### config.mk
export PLATFORM = sky130hd
export DESIGN_NAME = lsu_byte_access
export DESIGN_NICKNAME = d
export VERILOG_FILES = /design/src/rtl/lsu_byte_access_pkg.sv /design/src/rtl/lsu_byte_access_load_extract.sv /design/src/rtl/lsu_byte_access.sv
export SDC_FILE = /design/constraint.sdc
export NUM_CORES = 1
export LEC_CHECK = 0
export BUFFER_PORTS_ARGS = -buffer_cell sky130_fd_sc_hd__buf_2
export CORE_MARGIN = 5
export CORE_UTILIZATION = 45
export DETAILED_ROUTE_END_ITERATION = 7
export GPL_TIMING_DRIVEN = 1
export HOLD_SLACK_MARGIN = 0.02
export PLACE_DENSITY_LB_ADDON = 0.05
export SYNTH_ARGS = -nofsm -noshare
export SYNTH_HDL_FRONTEND = slang
export SYNTH_SLANG_ARGS = --single-unit
### constraint.sdc
create_clock -name clk -period 3.7 [get_ports clk]
set_clock_uncertainty 0.15 [all_clocks]
set_input_delay 0.555 -clock clk [delete_from_list [all_inputs] [get_ports clk]]
set_output_delay 0.555 -clock clk [all_outputs]
set_load 0.1 [all_outputs]
### src/rtl/lsu_byte_access_pkg.sv
// Shared definitions for the load/store byte access controller:
// RV32I width codes, FSM state encoding and the request legality check.
package lsu_byte_access_pkg;

    localparam logic [2:0] F3_B  = 3'b000;
    localparam logic [2:0] F3_H  = 3'b001;
    localparam logic [2:0] F3_W  = 3'b010;
    localparam logic [2:0] F3_BU = 3'b100;
    localparam logic [2:0] F3_HU = 3'b101;

    typedef enum logic [1:0] {
        IDLE   = 2'd0,
        ACCESS = 2'd1,
        READ   = 2'd2,
        RESP   = 2'd3
    } state_t;

    // Illegal width code or misaligned offset; such requests never reach memory.
    function automatic logic access_error(input logic we, input logic [2:0] funct3,
                                          input logic [1:0] off);
        logic err;
        err = 1'b0;
        case (funct3)
            F3_B:    err = 1'b0;
            F3_H:    err = off[0];
            F3_W:    err = (off != 2'b00);
            F3_BU:   err = we;
            F3_HU:   err = we | off[0];
            default: err = 1'b1;
        endcase
        return err;
    endfunction

endpackage

### src/rtl/lsu_byte_access_load_extract.sv
// Picks the addressed byte/halfword out of a memory word and extends it
// according to the load width code.
module lsu_byte_access_load_extract
    import lsu_byte_access_pkg::*;
(
    input  logic [2:0]  funct3,
    input  logic [1:0]  off,
    input  logic [31:0] word,
    output logic [31:0] data
);

    logic [7:0]  sel_byte;
    logic [15:0] sel_half;

    always_comb begin
        sel_byte = 8'h00;
        case (off)
            2'd0:    sel_byte = word[7:0];
            2'd1:    sel_byte = word[15:8];
            2'd2:    sel_byte = word[23:16];
            default: sel_byte = word[31:24];
        endcase
        sel_half = off[1] ? word[31:16] : word[15:0];
    end

    always_comb begin
        data = 32'h0;
        case (funct3)
            F3_B:    data = {{24{sel_byte[7]}}, sel_byte};
            F3_H:    data = {{16{sel_half[15]}}, sel_half};
            F3_W:    data = word;
            F3_BU:   data = {24'h0, sel_byte};
            F3_HU:   data = {16'h0, sel_half};
            default: data = 32'h0;
        endcase
    end

endmodule

### src/rtl/lsu_byte_access.sv
// Load/store access controller for a 32-bit byte-addressable data memory
// built from four write-first banks with synchronous read.
module lsu_byte_access
    import lsu_byte_access_pkg::*;
#(
    parameter int ADDRESS_WIDTH = 4
) (
    input  logic                     clk,
    input  logic                     rst,
    input  logic                     req_valid,
    output logic                     req_ready,
    input  logic                     req_we,
    input  logic [2:0]               req_funct3,
    input  logic [31:0]              req_addr,
    input  logic [31:0]              req_wdata,
    output logic                     resp_valid,
    input  logic                     resp_ready,
    output logic [31:0]              resp_rdata,
    output logic                     resp_error,
    output logic [3:0]               mem_byte_enable,
    output logic [ADDRESS_WIDTH-1:0] mem_addr,
    output logic [31:0]              mem_din,
    input  logic [31:0]              mem_dout
);

    state_t state, next_state;

    logic [1:0]  off_q;
    logic [2:0]  funct3_q;
    logic        we_q;
    logic [3:0]  be_q;

    logic [ADDRESS_WIDTH-1:0] word_addr;
    logic [1:0]  off;
    logic        req_err;
    logic        accept;
    logic [3:0]  lane_be;
    logic [31:0] lane_data;
    logic [31:0] load_data;

    // Address bits above the memory size are intentionally dropped (wrap-around).
    logic unused_addr_bits;
    assign unused_addr_bits = ^req_addr[31:ADDRESS_WIDTH+2];

    assign word_addr = req_addr[ADDRESS_WIDTH+1:2];
    assign off       = req_addr[1:0];
    assign req_err   = access_error(req_we, req_funct3, off);
    assign req_ready = (state == IDLE) && !rst;
    assign accept    = req_valid && req_ready;

    always_comb begin
        lane_be   = 4'b0000;
        lane_data = 32'h0;
        case (req_funct3)
            F3_B: begin
                lane_be   = 4'b0001 << off;
                lane_data = {4{req_wdata[7:0]}};
            end
            F3_H: begin
                lane_be   = 4'b0011 << off;
                lane_data = {2{req_wdata[15:0]}};
            end
            F3_W: begin
                lane_be   = 4'b1111;
                lane_data = req_wdata;
            end
            default: begin
                lane_be   = 4'b0000;
                lane_data = 32'h0;
            end
        endcase
    end

    lsu_byte_access_load_extract u_extract (
        .funct3 (funct3_q),
        .off    (off_q),
        .word   (mem_dout),
        .data   (load_data)
    );

    always_comb begin
        next_state = state;
        case (state)
            IDLE:    if (accept) next_state = req_err ? RESP : ACCESS;
            ACCESS:  next_state = we_q ? RESP : READ;
            READ:    next_state = RESP;
            RESP:    if (resp_ready) next_state = IDLE;
            default: next_state = IDLE;
        endcase
    end

    // Decoded from state so an asynchronous reset kills the write strobe at once.
    always_comb begin
        mem_byte_enable = 4'b0000;
        if (state == ACCESS && we_q) mem_byte_enable = be_q;
    end

    assign resp_valid = (state == RESP);

    always_ff @(posedge clk or posedge rst) begin
        if (rst) begin
            state      <= IDLE;
            off_q      <= 2'b00;
            funct3_q   <= 3'b000;
            we_q       <= 1'b0;
            be_q       <= 4'b0000;
            mem_addr   <= '0;
            mem_din    <= 32'h0;
            resp_rdata <= 32'h0;
            resp_error <= 1'b0;
        end else begin
            state <= next_state;
            if (accept) begin
                off_q      <= off;
                funct3_q   <= req_funct3;
                we_q       <= req_we;
                resp_error <= req_err;
                resp_rdata <= 32'h0;
                if (!req_err) begin
                    mem_addr <= word_addr;
                    be_q     <= lane_be;
                    if (req_we) mem_din <= lane_data;
                end
            end
            if (state == READ) resp_rdata <= load_data;
        end
    end

endmodule

==> run metrics <==
run status=finished, final reports clean; proportion of power drawn by the clock network=12.0%; cell type of the slowest stage on the worst timing path=sky130_fd_sc_hd__nor2_2; gr ovfl total=0; overall power consumption=between 0.005 and 0.006 W; nets@finish=around 670; antenna-violating nets left=0; die height=between 100 and 150 um; type of element capturing the critical path=register; adder and majority cell fraction of the synthesized area=~1.4%; DIE WIDTH=about 110 um; crit-path cells=inv_1, ha_1, and3b_1, nor2_2, buf_4, a211o_1; mux share of post-synthesis cell area=between 10% and 20%; clock tree from TritonCTS=yes; wire length of the first global-routing pass=18,700 um; crit path buf inv count=2; final period demand of the worst path=about 2500 ps; Post-Synthesis Mean Instance Area=between 10 and 15 um^2; biggest area consumer among synthesized cells=sky130_fd_sc_hd__dfrtp_1; standby leakage power=approximately 2.8 nW; Arr. time, crit path=roughly 2600 ps; detail-routed via count per cell=roughly 5.3; top fanout value on the critical path=21; buffers inserted by post-CTS timing repair=0; Worst setup SP type=register; netlist area before placement=~0.0045 mm^2; overall track demand over capacity in global routing=19.6%; Fill cells=between 900 and 1,000; via count of the first global-routing pass=roughly 3,700; reported max-cap violation count=0; wire length after detailed routing=between 10,000 and 15,000 um; Largest delay share family, worst path=simple AND/OR/NAND/NOR gates; source-to-sink clock delay at the later pin of the worst-skew pair=~340 ps; area taken by flip-flops and latches=a little over 0.002 mm^2; gp weighted congestion=roughly 0.77; required arrival time at the worst endpoint=3830 ps; post-DP HPWL=approximately 8600 um; buffers added on ports=152; combinational fraction of design power=between 60% and 70%; core box area=between 0.009 and 0.01 mm^2; Die Footprint=roughly 0.012 mm^2; highest-count cells in the layout ignoring fill and taps=152 x sky130_fd_sc_hd__buf_2, 81 x sky130_fd_sc_hd__dfrtp_1, 49 x sky130_fd_sc_hd__nand2_1; synthesis-stage register bit count=81; total power divided by cell area=~900 mW/mm^2; top cells by area, synth=sky130_fd_sc_hd__dfrtp_1 45%, sky130_fd_sc_hd__mux2i_1 5.8%, sky130_fd_sc_hd__o31ai_2 5.6%; Post-Synth XOR/XNOR Area=0%; switching component of the power=~0.0029 W; setup-violating endpoint count in the final report=0; clock input transition at the sequential cells of the worst setup and hold paths=around 80 ps; Post-Place Cell Area=~0.0053 mm^2; async set-reset flop share out of synthesis=100%; Warnings, synthesis=0; Top Ports=179; pin slew with the least headroom to its limit=roughly 1100 ps; Non-Filler Cell Area, Final=0.00546 mm^2; internal power summed over all cells=around 0.0022 W; final non-filler cell total=about 700; largest net degree at the start of global routing=65; placed cell count=682; number of clock buffers inserted by TritonCTS=9; Hold Fails Final Rpt=0; area fraction in compound gates after synthesis=between 20% and 30%; DRC marker count from the first detailed-route iteration=155; number of antenna violations at the first check in global routing=0; number of flops mapped to enable cells by yosys=0; switching power as a share of total power=between 50% and 60%; fraction of layout instances using a drive strength above 1=around 38%; starting utilization of the core area=a little under half; peak clock frequency supported by timing=slightly above 400 MHz; post-synthesis simple-gate area fraction=approximately 12%; via count=3,712; Synthesized Nets=536; Setup CP Type=reg2reg; area growth from synthesis to layout=21.2%; summed negative setup slack over all endpoints=0 ps; number of design rule violations left after detail routing=0; average routed wire per standard cell=roughly 17 um; number of levels the H-tree was split into=3; top cell type's share of synthesized area=about 45%; most common library cell in the layout ignoring fill and taps=sky130_fd_sc_hd__buf_2; setup repair after global routing missed its margin=false; Synth cell types=40; length of the first detailed-routing pass in iterations=4; highest cell delay on the worst timing path=roughly 710 ps; sequential area share after synthesis=45.0%; max-slew violation count=0; type of the most critical hold path=in2async; cell count after synthesis=between 400 and 500; worst vdd ir=a little under 0.0005 V; combined area of the multi-input logic cells=0.00226 mm^2; CTS Buffer Depth=2; Hold-fix buffers, CTS=0; Diodes inserted=0; share of the clock period used by the worst path after layout=66.7%; worst-case headroom to the max-slew limit=roughly a quarter; register share of total power=a little over a quarter; std cell rows=36; clk root buf=sky130_fd_sc_hd__clkbuf_8; prevailing post-synth register cell=sky130_fd_sc_hd__dfrtp_1; main combinational cell family by area after synthesis=compound AO/OA/AOI/OAI gates; clock sink count=roughly 80; number of gates resized after cts=0
[stage by stage]
| step | setup slack, ps | util (%) | hold WS [ps] |
|---|---|---|---|
| global route | 1030 | 55.9 | 206 |
| detailed placement | 1080 | 54.1 | 311 |
| finish | 1230 | 55.9 | 167 |
| floorplan | 915 | - | 290 |
| global placement | 1110 | 54.1 | 305 |
| CTS | 1220 | 55.9 | 170 |
[routing by layer]
metal	up-vias	wire (um)	track usage, %
li1	1829	-	-
met5	-	0	0
met1	1754	5340	26.0
met3	12	962	6.23
met2	117	5150	30.5
met4	0	145	6.60
[power by group through the flow]
stage	combinational (W)	sequential [W]	clock, W
6_report	0.00306	0.00138	0.000603
5_1_grt	0.00323	0.00142	0.000671
4_1_cts	0.00309	0.00138	0.000627
3_5_place_dp	0.00308	0.00139	0
3_3_place_gp	0.00305	0.00138	0
2_1_floorplan	0.00111	0.00287	0
[Yosys cell counts (5+ instances only)]
cell	count
sky130_fd_sc_hd__o32ai_1	7
sky130_fd_sc_hd__a21oi_1	28
sky130_fd_sc_hd__o31ai_2	20
sky130_fd_sc_hd__a22oi_1	17
sky130_fd_sc_hd__buf_6	6
sky130_fd_sc_hd__mux2_2	9
sky130_fd_sc_hd__nor2b_1	16
sky130_fd_sc_hd__a21o_1	7
sky130_fd_sc_hd__mux2_1	14
sky130_fd_sc_hd__a221o_1	16
sky130_fd_sc_hd__o21ai_1	12
sky130_fd_sc_hd__nor3_1	9
sky130_fd_sc_hd__mux2i_1	26
sky130_fd_sc_hd__a211o_1	7
sky130_fd_sc_hd__ha_1	5
sky130_fd_sc_hd__nand2_1	49
sky130_fd_sc_hd__dfrtp_1	81
sky130_fd_sc_hd__buf_2	23
sky130_fd_sc_hd__nor2_1	33
sky130_fd_sc_hd__o31ai_1	6
[final timing paths]
kind                                            from                   endpoint  slack [ps]  depth (start not counted)
setup / recovery                state[0]$_DFFE_PP0P_  resp_rdata[9]$_DFFE_PP0P_        1230                          6
hold / removal                                   rst       off_q[0]$_DFFE_PP0P_         170                          2
setup reg to reg                state[0]$_DFFE_PP0P_  resp_rdata[9]$_DFFE_PP0P_        1230                          6
hold reg to reg            resp_rdata[2]$_DFFE_PP0P_  resp_rdata[2]$_DFFE_PP0P_         330                          1
max in group asynchronous                        rst     mem_din[6]$_DFFE_PP0P_        2490                          3
min in group clk                         req_addr[4]    mem_addr[2]$_DFFE_PP0P_         270                          2
[final cells by class]
cell class                 instances  area share, %
timing repair buffer             158           15.0
inverter                           3          0.229
clock buffer                      12           3.02
sequential                        81           37.1
multi-input combinational        307           41.4
clock inverter                     3          0.275
tap                              133           3.05
[worst reg2reg max path, cell delays in order (launching register included)]
cell	delay, ps
sky130_fd_sc_hd__dfrtp_1	380
sky130_fd_sc_hd__inv_1	110
sky130_fd_sc_hd__ha_1	230
sky130_fd_sc_hd__and3b_1	360
sky130_fd_sc_hd__nor2_2	720
sky130_fd_sc_hd__buf_4	330
sky130_fd_sc_hd__a211o_1	150
[flip-flops by register name, summed over array words and instances (netlist names)]
register and count:
we_q 1, resp_error 1, resp_rdata 32, state 2, mem_addr 4, off_q 2, mem_din 32, be_q 4
funct3_q 3
[cells by family after synthesis]
kind of cell | after synthesis
muxes | 53
and+or+nand+nor | 120
adders and majority gates | 5
buffers and inverters | 39
AOI/OAI and AO/OA | 129
DFF | 81
(Power assumes the default switching activity.)
